===== config.mk =====
export PLATFORM = sky130hd
export DESIGN_NAME = apb_master_bridge
export DESIGN_NICKNAME = d
export VERILOG_FILES = /design/src/rtl/apb_master_bridge.sv
export SDC_FILE = /design/constraint.sdc
export NUM_CORES = 1
export LEC_CHECK = 0
export ABC_AREA = 1
export ABC_CLOCK_PERIOD_IN_PS = 6300
export CORE_AREA = 5 5 110 112
export CTS_BUF_LIST = sky130_fd_sc_hd__clkbuf_8
export DETAILED_ROUTE_END_ITERATION = 8
export DIE_AREA = 0 0 115 117
export GPL_TIMING_DRIVEN = 0
export MAX_ROUTING_LAYER = met4
export PLACE_DENSITY = 0.92
export SYNTH_ARGS = -nofsm -noshare
export SYNTH_HDL_FRONTEND = slang
export SYNTH_SLANG_ARGS = --single-unit

===== constraint.sdc =====
create_clock -name clk -period 6.3 [get_ports clk]
set_clock_uncertainty 0.2 [all_clocks]
set_input_delay 1.89 -clock clk [delete_from_list [all_inputs] [get_ports clk]]
set_output_delay 1.89 -clock clk [all_outputs]
set_load 0.01 [all_outputs]

===== src/rtl/apb_master_bridge.sv =====
// Single-outstanding APB requester: core valid/ready load/store in, APB SETUP/ACCESS out,
// read data or error returned on a valid/ready response channel.
module apb_master_bridge #(
    parameter int unsigned TIMEOUT = 16,
    parameter int unsigned ADDR_W  = 32
) (
    input  logic              clk,
    input  logic              rst,
    input  logic              req_valid,
    output logic              req_ready,
    input  logic              req_write,
    input  logic [ADDR_W-1:0] req_addr,
    input  logic [1:0]        req_size,
    input  logic [31:0]       req_wdata,
    output logic              rsp_valid,
    input  logic              rsp_ready,
    output logic [31:0]       rsp_rdata,
    output logic              rsp_err,
    output logic              apb_sel,
    output logic              apb_enable,
    output logic              apb_write,
    output logic [ADDR_W-1:0] apb_addr,
    output logic [31:0]       apb_wdata,
    output logic [3:0]        apb_strb,
    input  logic [31:0]       apb_rdata,
    input  logic              apb_ready,
    input  logic              apb_slverr
);

    localparam int unsigned CNT_W = (TIMEOUT < 2) ? 1 : $clog2(TIMEOUT + 1);
    localparam logic [CNT_W-1:0] CNT_LAST = CNT_W'((TIMEOUT == 0) ? 0 : TIMEOUT - 1);

    typedef enum logic [1:0] {
        IDLE   = 2'd0,
        SETUP  = 2'd1,
        ACCESS = 2'd2,
        RESP   = 2'd3
    } state_e;

    state_e            state_q, state_d;
    logic              write_q, write_d;
    logic [ADDR_W-1:0] addr_q, addr_d;
    logic [31:0]       wdata_q, wdata_d;
    logic [3:0]        strb_q, strb_d;
    logic [31:0]       rdata_q, rdata_d;
    logic              err_q, err_d;
    logic [CNT_W-1:0]  cnt_q, cnt_d;

    logic              bad_req;
    logic              busy;

    assign bad_req = (req_size == 2'd3)
                   || ((req_size == 2'd1) && req_addr[0])
                   || ((req_size == 2'd2) && (req_addr[1:0] != 2'b00));

    always_ff @(posedge clk) begin
        if (rst) begin
            state_q <= IDLE;
            write_q <= 1'b0;
            addr_q  <= '0;
            wdata_q <= '0;
            strb_q  <= '0;
            rdata_q <= '0;
            err_q   <= 1'b0;
            cnt_q   <= '0;
        end else begin
            state_q <= state_d;
            write_q <= write_d;
            addr_q  <= addr_d;
            wdata_q <= wdata_d;
            strb_q  <= strb_d;
            rdata_q <= rdata_d;
            err_q   <= err_d;
            cnt_q   <= cnt_d;
        end
    end

    always_comb begin
        state_d = state_q;
        write_d = write_q;
        addr_d  = addr_q;
        wdata_d = wdata_q;
        strb_d  = strb_q;
        rdata_d = rdata_q;
        err_d   = err_q;
        cnt_d   = cnt_q;

        unique case (state_q)
            IDLE: begin
                if (req_valid) begin
                    write_d = req_write;
                    addr_d  = req_addr;
                    wdata_d = req_wdata;
                    unique case (req_size)
                        2'd0:    strb_d = 4'b0001;
                        2'd1:    strb_d = 4'b0011;
                        default: strb_d = 4'b1111;
                    endcase
                    if (bad_req) begin
                        rdata_d = '0;
                        err_d   = 1'b1;
                        state_d = RESP;
                    end else begin
                        cnt_d   = '0;
                        state_d = SETUP;
                    end
                end
            end
            SETUP: begin
                state_d = ACCESS;
            end
            ACCESS: begin
                // ready wins over a timeout expiring in the same cycle
                if (apb_ready) begin
                    rdata_d = (write_q || apb_slverr) ? '0 : apb_rdata;
                    err_d   = apb_slverr;
                    state_d = RESP;
                end else if ((TIMEOUT != 0) && (cnt_q == CNT_LAST)) begin
                    rdata_d = '0;
                    err_d   = 1'b1;
                    state_d = RESP;
                end else begin
                    cnt_d = cnt_q + 1'b1;
                end
            end
            RESP: begin
                if (rsp_ready) begin
                    state_d = IDLE;
                end
            end
            default: state_d = IDLE;
        endcase
    end

    assign busy       = (state_q == SETUP) || (state_q == ACCESS);
    assign apb_sel    = busy;
    assign apb_enable = (state_q == ACCESS);
    assign apb_write  = busy & write_q;
    assign apb_addr   = busy ? addr_q  : '0;
    assign apb_wdata  = busy ? wdata_q : '0;
    assign apb_strb   = busy ? strb_q  : '0;

    assign req_ready  = (state_q == IDLE);
    assign rsp_valid  = (state_q == RESP);
    assign rsp_rdata  = (state_q == RESP) ? rdata_q : '0;
    assign rsp_err    = (state_q == RESP) & err_q;

endmodule


# Yosys cells after proc, flatten, opt, wreduce, memory -nomap -nowiden
# Index checks and enable logic that the tools add are counted.
op_classes:
  bitwise_logic: 2
  eq_ne: 14
  add_sub_neg: 1
  reduce_logical: 14
  n_mux: 27
ops:
  columns: ["operator", "n"]
  rows:
  - ["2-to-1 mux 32 bit", 8]
  - ["one-hot mux 32 bit (2 select lines)", 1]
  - ["2-to-1 mux 5 bit", 4]
  - ["2-to-1 mux 2 bit", 5]
  - ["one-hot mux 5 bit (2 select lines)", 1]
  - ["== test 2 bit (second input constant)", 4]
  - ["!= test 2 bit (second input constant)", 4]
  - ["one-hot mux 2 bit (4 select lines)", 1]
  - ["one-hot mux 4 bit (2 select lines)", 1]
  - ["adder 5 x 1 -> 5 bit (second input constant)", 1]
  - ["== test 5 x 4 -> 1 bit (second input constant)", 1]
  - ["AND reduction 5 bit", 1]
  - ["== test 2 x 1 -> 1 bit (second input constant)", 2]
  - ["logical NOT 2 bit", 2]
  - ["logical OR 1 bit", 4]
  - ["2-to-1 mux 1 bit", 4]
  - ["2-to-1 mux 4 bit", 1]
  - ["!= test 2 x 1 -> 1 bit (second input constant)", 2]
  - ["AND reduction 4 bit", 1]
  - ["nonzero test 2 bit", 2]
  - ["!= test 3 x 1 -> 1 bit (second input constant)", 1]
  - ["AND reduction 3 bit", 1]
  - ["bitwise AND 1 bit", 2]
  - ["logical AND 1 bit", 2]
  - ["2 further kinds", 2]
totals:
  out_inout_bits: 106
  regBits: 109
  in_bits: 105

# Depth between registers and ports, before layout
logic_depth:
  ltp_word: 7
  mapped_depth: 13
  mapped_depth_nobuf: 12

# Worst setup path after synthesis
# Ideal clock, no wire load.
synth_timing:
  kind: "register -> output"
  from: "reg state_q[1]"
  to: "out apb_strb[3]"
  t_arrival_ps: 1697
  path_slack_ps: 2513
  t_required_ps: 4210
  stages_incl_launch_ff: 9
  cell_sequence: "dfxtp_1 -> inv_1 -> ha_1 -> clkbuf_1 -> buf_2 -> buf_1 -> nand2_1 -> inv_1 -> buf_4"
synth_via:
  elab_chain_len: 3
  elab_cells_between_ends: 4
  cone_classes: "eq/ne: 2; mux: 1; reduce/logical: 1"
synth_rtl:
  columns: ["element", "line_no", "source"]
  rows:
  - ["from (decl)", "40", "state_e state_q, state_d;"]
  - ["from (signal assigned)", "67", "state_q <= state_d;"]
  - ["== test 2 x 1 -> 1 bit or == test 2 bit (tied branches)", "135", "assign busy = (state_q == SETUP) || (state_q == ACCESS);"]
  - ["logical OR 1 bit *", "135", null]
  - ["named net apb_sel", "19", "output logic apb_sel,"]
  - ["2-to-1 mux 4 bit *", "141", "assign apb_strb = busy ? strb_q : '0;"]
  - ["to (decl)", "24", "output logic [3:0] apb_strb,"]
# The timed path passes the listed nets; every way through them passes the cells marked *.

# Worst setup path in the final report
layout_timing:
  from: "reg state_q[1]"
  to: "out apb_strb[3]"
layout_via:
  elab_chain_len: 3
  elab_cells_between_ends: 4
  cone_classes: "eq/ne: 2; mux: 1; reduce/logical: 1"
layout_rtl:
  columns: ["element", "line_no"]
  rows:
  - ["== test 2 x 1 -> 1 bit or == test 2 bit (tied branches)", "135"]
  - ["logical OR 1 bit *", "135"]
  - ["2-to-1 mux 4 bit *", "141"]
# Every way passes the cells marked *; elsewhere a longest branch is shown, timed or not.

==> summary.md <==
| Metric | Value |
|---|---|
| Post-route setup slack | between 1 and 1.5 ns |
| Power, Total | 3300 uW |
| Crit Path Class | flip-flop to output port |
| Gate Count Post-Synth | ~810 |
| # port buffers | 210 |
| Worst-path clk slew | 0.09 ns |
| Main combinational cell family by area after synthesis | simple AND/OR/NAND/NOR gates |
| Mux share of post-synthesis cell area | 0% |
| Most common cell after layout, fill and taps aside | clkdlybuf4s50_1 |
| Pwr dens | around 430 mW/mm^2 |
| Initial antenna violation count | 0 |
| Overall Global Routing Usage | 23.1% |
| VDD IR max | 215 uV |
| Global-route wire length before repair | 24.4 mm |
| DR DRC count | 0 |
| Layout cells sized above 1 | 4.46% |
| CP max stage cell | clkdlybuf4s50_1 |
| Compound-Gate Fraction of Synth Area | ~8.6% |
| Nets | 1138 |
| Initial Util | about 46% |
| Register area share after synthesis | 42.4% |
| Cell mode on critical path | inv_1 |
| DRT iter0 DRCs | 363 |
| Largest area contributor in the netlist | dfxtp_1 |
| Clock Latency Late Sink | 0.37 ns |
| Critical path startpoint category | flip-flop |
| Synth Net Count | 917 |
| DIE AREA | 0.0135 sq mm |
| Synth Area in Adders | 1.47% |
| Die H | ~120 um |
| Max H-tree Level | 3 |
| Status | finished clean |
| Initial DRT Pass Iterations | 4 |
| Final Max Tran Viols | 0 |
| Min-Delay Path Class | flip-flop to flip-flop |
| Share of the synthesized area in the top cell type | 42.4% |
| Minimum period implied by the final worst setup slack | 4.96 ns |
| Placement Setup Slack | 1.71 ns |
| Yosys warnings | 0 |
| Number of global-route vias before repair | between 5000 and 6000 |
| Synth area leaders | dfxtp_1 (42%), nor2_1 (15%), nand2_1 (14%), inv_1 (9.2%), o21ai_0 (5.6%) |
| CTS Hold Buffers Added | 0 |
| Synth Area in XOR/XNOR | 0% |
| Global route total overflow | 0 |
| Chip width | 115 um |
| #FFs+latches synth | approximately 110 |
| CP Max Fanout | 10 |
| Worst setup EP type | output port |
| RSZ-0062 raised after global routing | false |
| CTS root buffer | clkbuf_8 |
| Vias per cell | 4.65 |
| Largest net degree at the start of global routing | 17 |
| Mean post-synth cell area | 6.32 sq um |
| Max stage delay on crit path | 0.52 ns |
| Crit path required time | 4.21 ns |
| Worst R2R Setup Slack | 4.19 ns |
| Most frequent cells in the layout | clkdlybuf4s50_1 (210), nor2_1 (202), nand2_1 (187) |
| Post-Syn Area | 0.00509 sq mm |
| CTS tree | yes |
| Via count | 5463 |
| TritonCTS Buffers | 9 |
| Worst Path Arrival | 2.87 ns |
| Hold Violations, Final | 0 |
| Cells resized by post-CTS repair | 0 |
| Row count | 39 |
| Final worst path period share | 78.8% |
| CP bufs+invs | 7 |
| CTS sink cnt | 108 |
| Post-CTS Setup Bufs | 0 |
| Worst slew pin tran | 0.510 ns |
| # IOs | 211 |
| Synth-to-Final Area Change | 49.0% |
| Diode count | 0 |
| Setup violators final | 0 |
| Yosys cell types | 23 |
| HPWL after DPL | 11.5 mm |
| Fraction of the mapped netlist area in simple logic gates | 33.1% |
| Leakage | slightly below 0.004 uW |
| CORE AREA | 0.0111 sq mm |
| Drt total wl | around 15 mm |
| Hold slack | 0.275 ns |
| Final cell utilization of the core | approximately two thirds |
| Fin Setup TNS | 0 ns |
| Maximum clock insertion buffer count | 2 |
| GP Congestion | 0.852 |
| Worst path cell trace | inv_1 -> ha_1 -> clkbuf_1 -> buf_2 -> buf_1 -> nand2_1 -> inv_1 -> buf_4 -> clkdlybuf4s50_1 |
| DR WL/cell | ~13 um |
| Max-cap violation count | 0 |
| Relative slew margins | around two thirds |
| Crit path max-delay family | buffers and inverters |
| DRT antenna net count | 0 |
| Fmax | 0.201 GHz |
per-stage QoR:
stage	instances	cell area, sq um
6_report	1175	7590
5_1_grt	1175	7590
4_1_cts	1175	7590
3_5_place_dp	1159	7380
3_3_place_gp	1159	7380
2_1_floorplan	806	5090
cells by family after synthesis:
family,count (synthesis)
AOI/OAI and AO/OA,87
DFF,108
buffers and inverters,178
and+or+nand+nor,427
adders and majority gates,6
final timing paths:
check,start,end,cells past startpoint
max,state_q[1],apb_strb[3],9
min,rdata_q[28],rdata_q[28],2
max reg2reg,cnt_q[0],rdata_q[11],12
min reg2reg,rdata_q[28],rdata_q[28],2
worst reg2reg max path: stages, from the launching register on:
cell	delay (ns)
dfxtp_1	0.41
ha_1	0.20
nand2_1	0.07
nor2_1	0.10
ha_1	0.14
inv_1	0.04
nand3_1	0.12
nand2_1	0.10
nor2_4	0.15
nand2_4	0.10
buf_6	0.16
a21oi_1	0.16
nor2_1	0.06
cells in the mapped netlist:
library cell	instances
nor2_1	202
nand2_1	187
inv_1	125
dfxtp_1	108
o21ai_0	57
nand3_1	30
clkbuf_1	27
a21oi_1	16
o21ai_1	13
buf_2	10
buf_4	8
ha_1	6
inv_2	4
buf_6	3
nor2_4	2
a21oi_2	1
buf_1	1
nand2_4	1
nand4_1	1
nor3_1	1
nor3_4	1
nor3b_1	1
or2_2	1
power breakdown:
| group | switching (uW) | internal [uW] |
|---|---|---|
| clock | 234 | 232 |
| sequential | 126 | 935 |
| combinational | 1030 | 745 |
cell type report:
| cell class | instances | area (sq um) |
|---|---|---|
| buffer | 49 | 249 |
| clock buffer | 10 | 138 |
| clock inverter | 6 | 78.8 |
| fill | 944 | 3530 |
| inverter | 129 | 484 |
| multi-input combinational | 520 | 2200 |
| sequential | 108 | 2160 |
| tap | 143 | 179 |
| timing repair buffer | 210 | 2100 |
metal layers:
| metal | global-route usage, % | wire length [um] | part of all wire [%] | vias to the layer above |
|---|---|---|---|---|
| li1 | - | - | - | 2820 |
| met1 | 26.3 | 6200 | 42 | 2416 |
| met2 | 38.8 | 7030 | 47 | 193 |
| met3 | 5.86 | 1260 | 8.5 | 34 |
| met4 | 9.55 | 420 | 2.8 | 0 |
| met5 | - | 0 | 0 | - |
flip-flops by register name (all words and copies together) (netlist names):
signal   count
addr_q      32
rdata_q     32
wdata_q     32
cnt_q        5
strb_q       3
state_q      2
err_q        1
write_q      1
No activity file was read; power rests on OpenSTA's default activity.
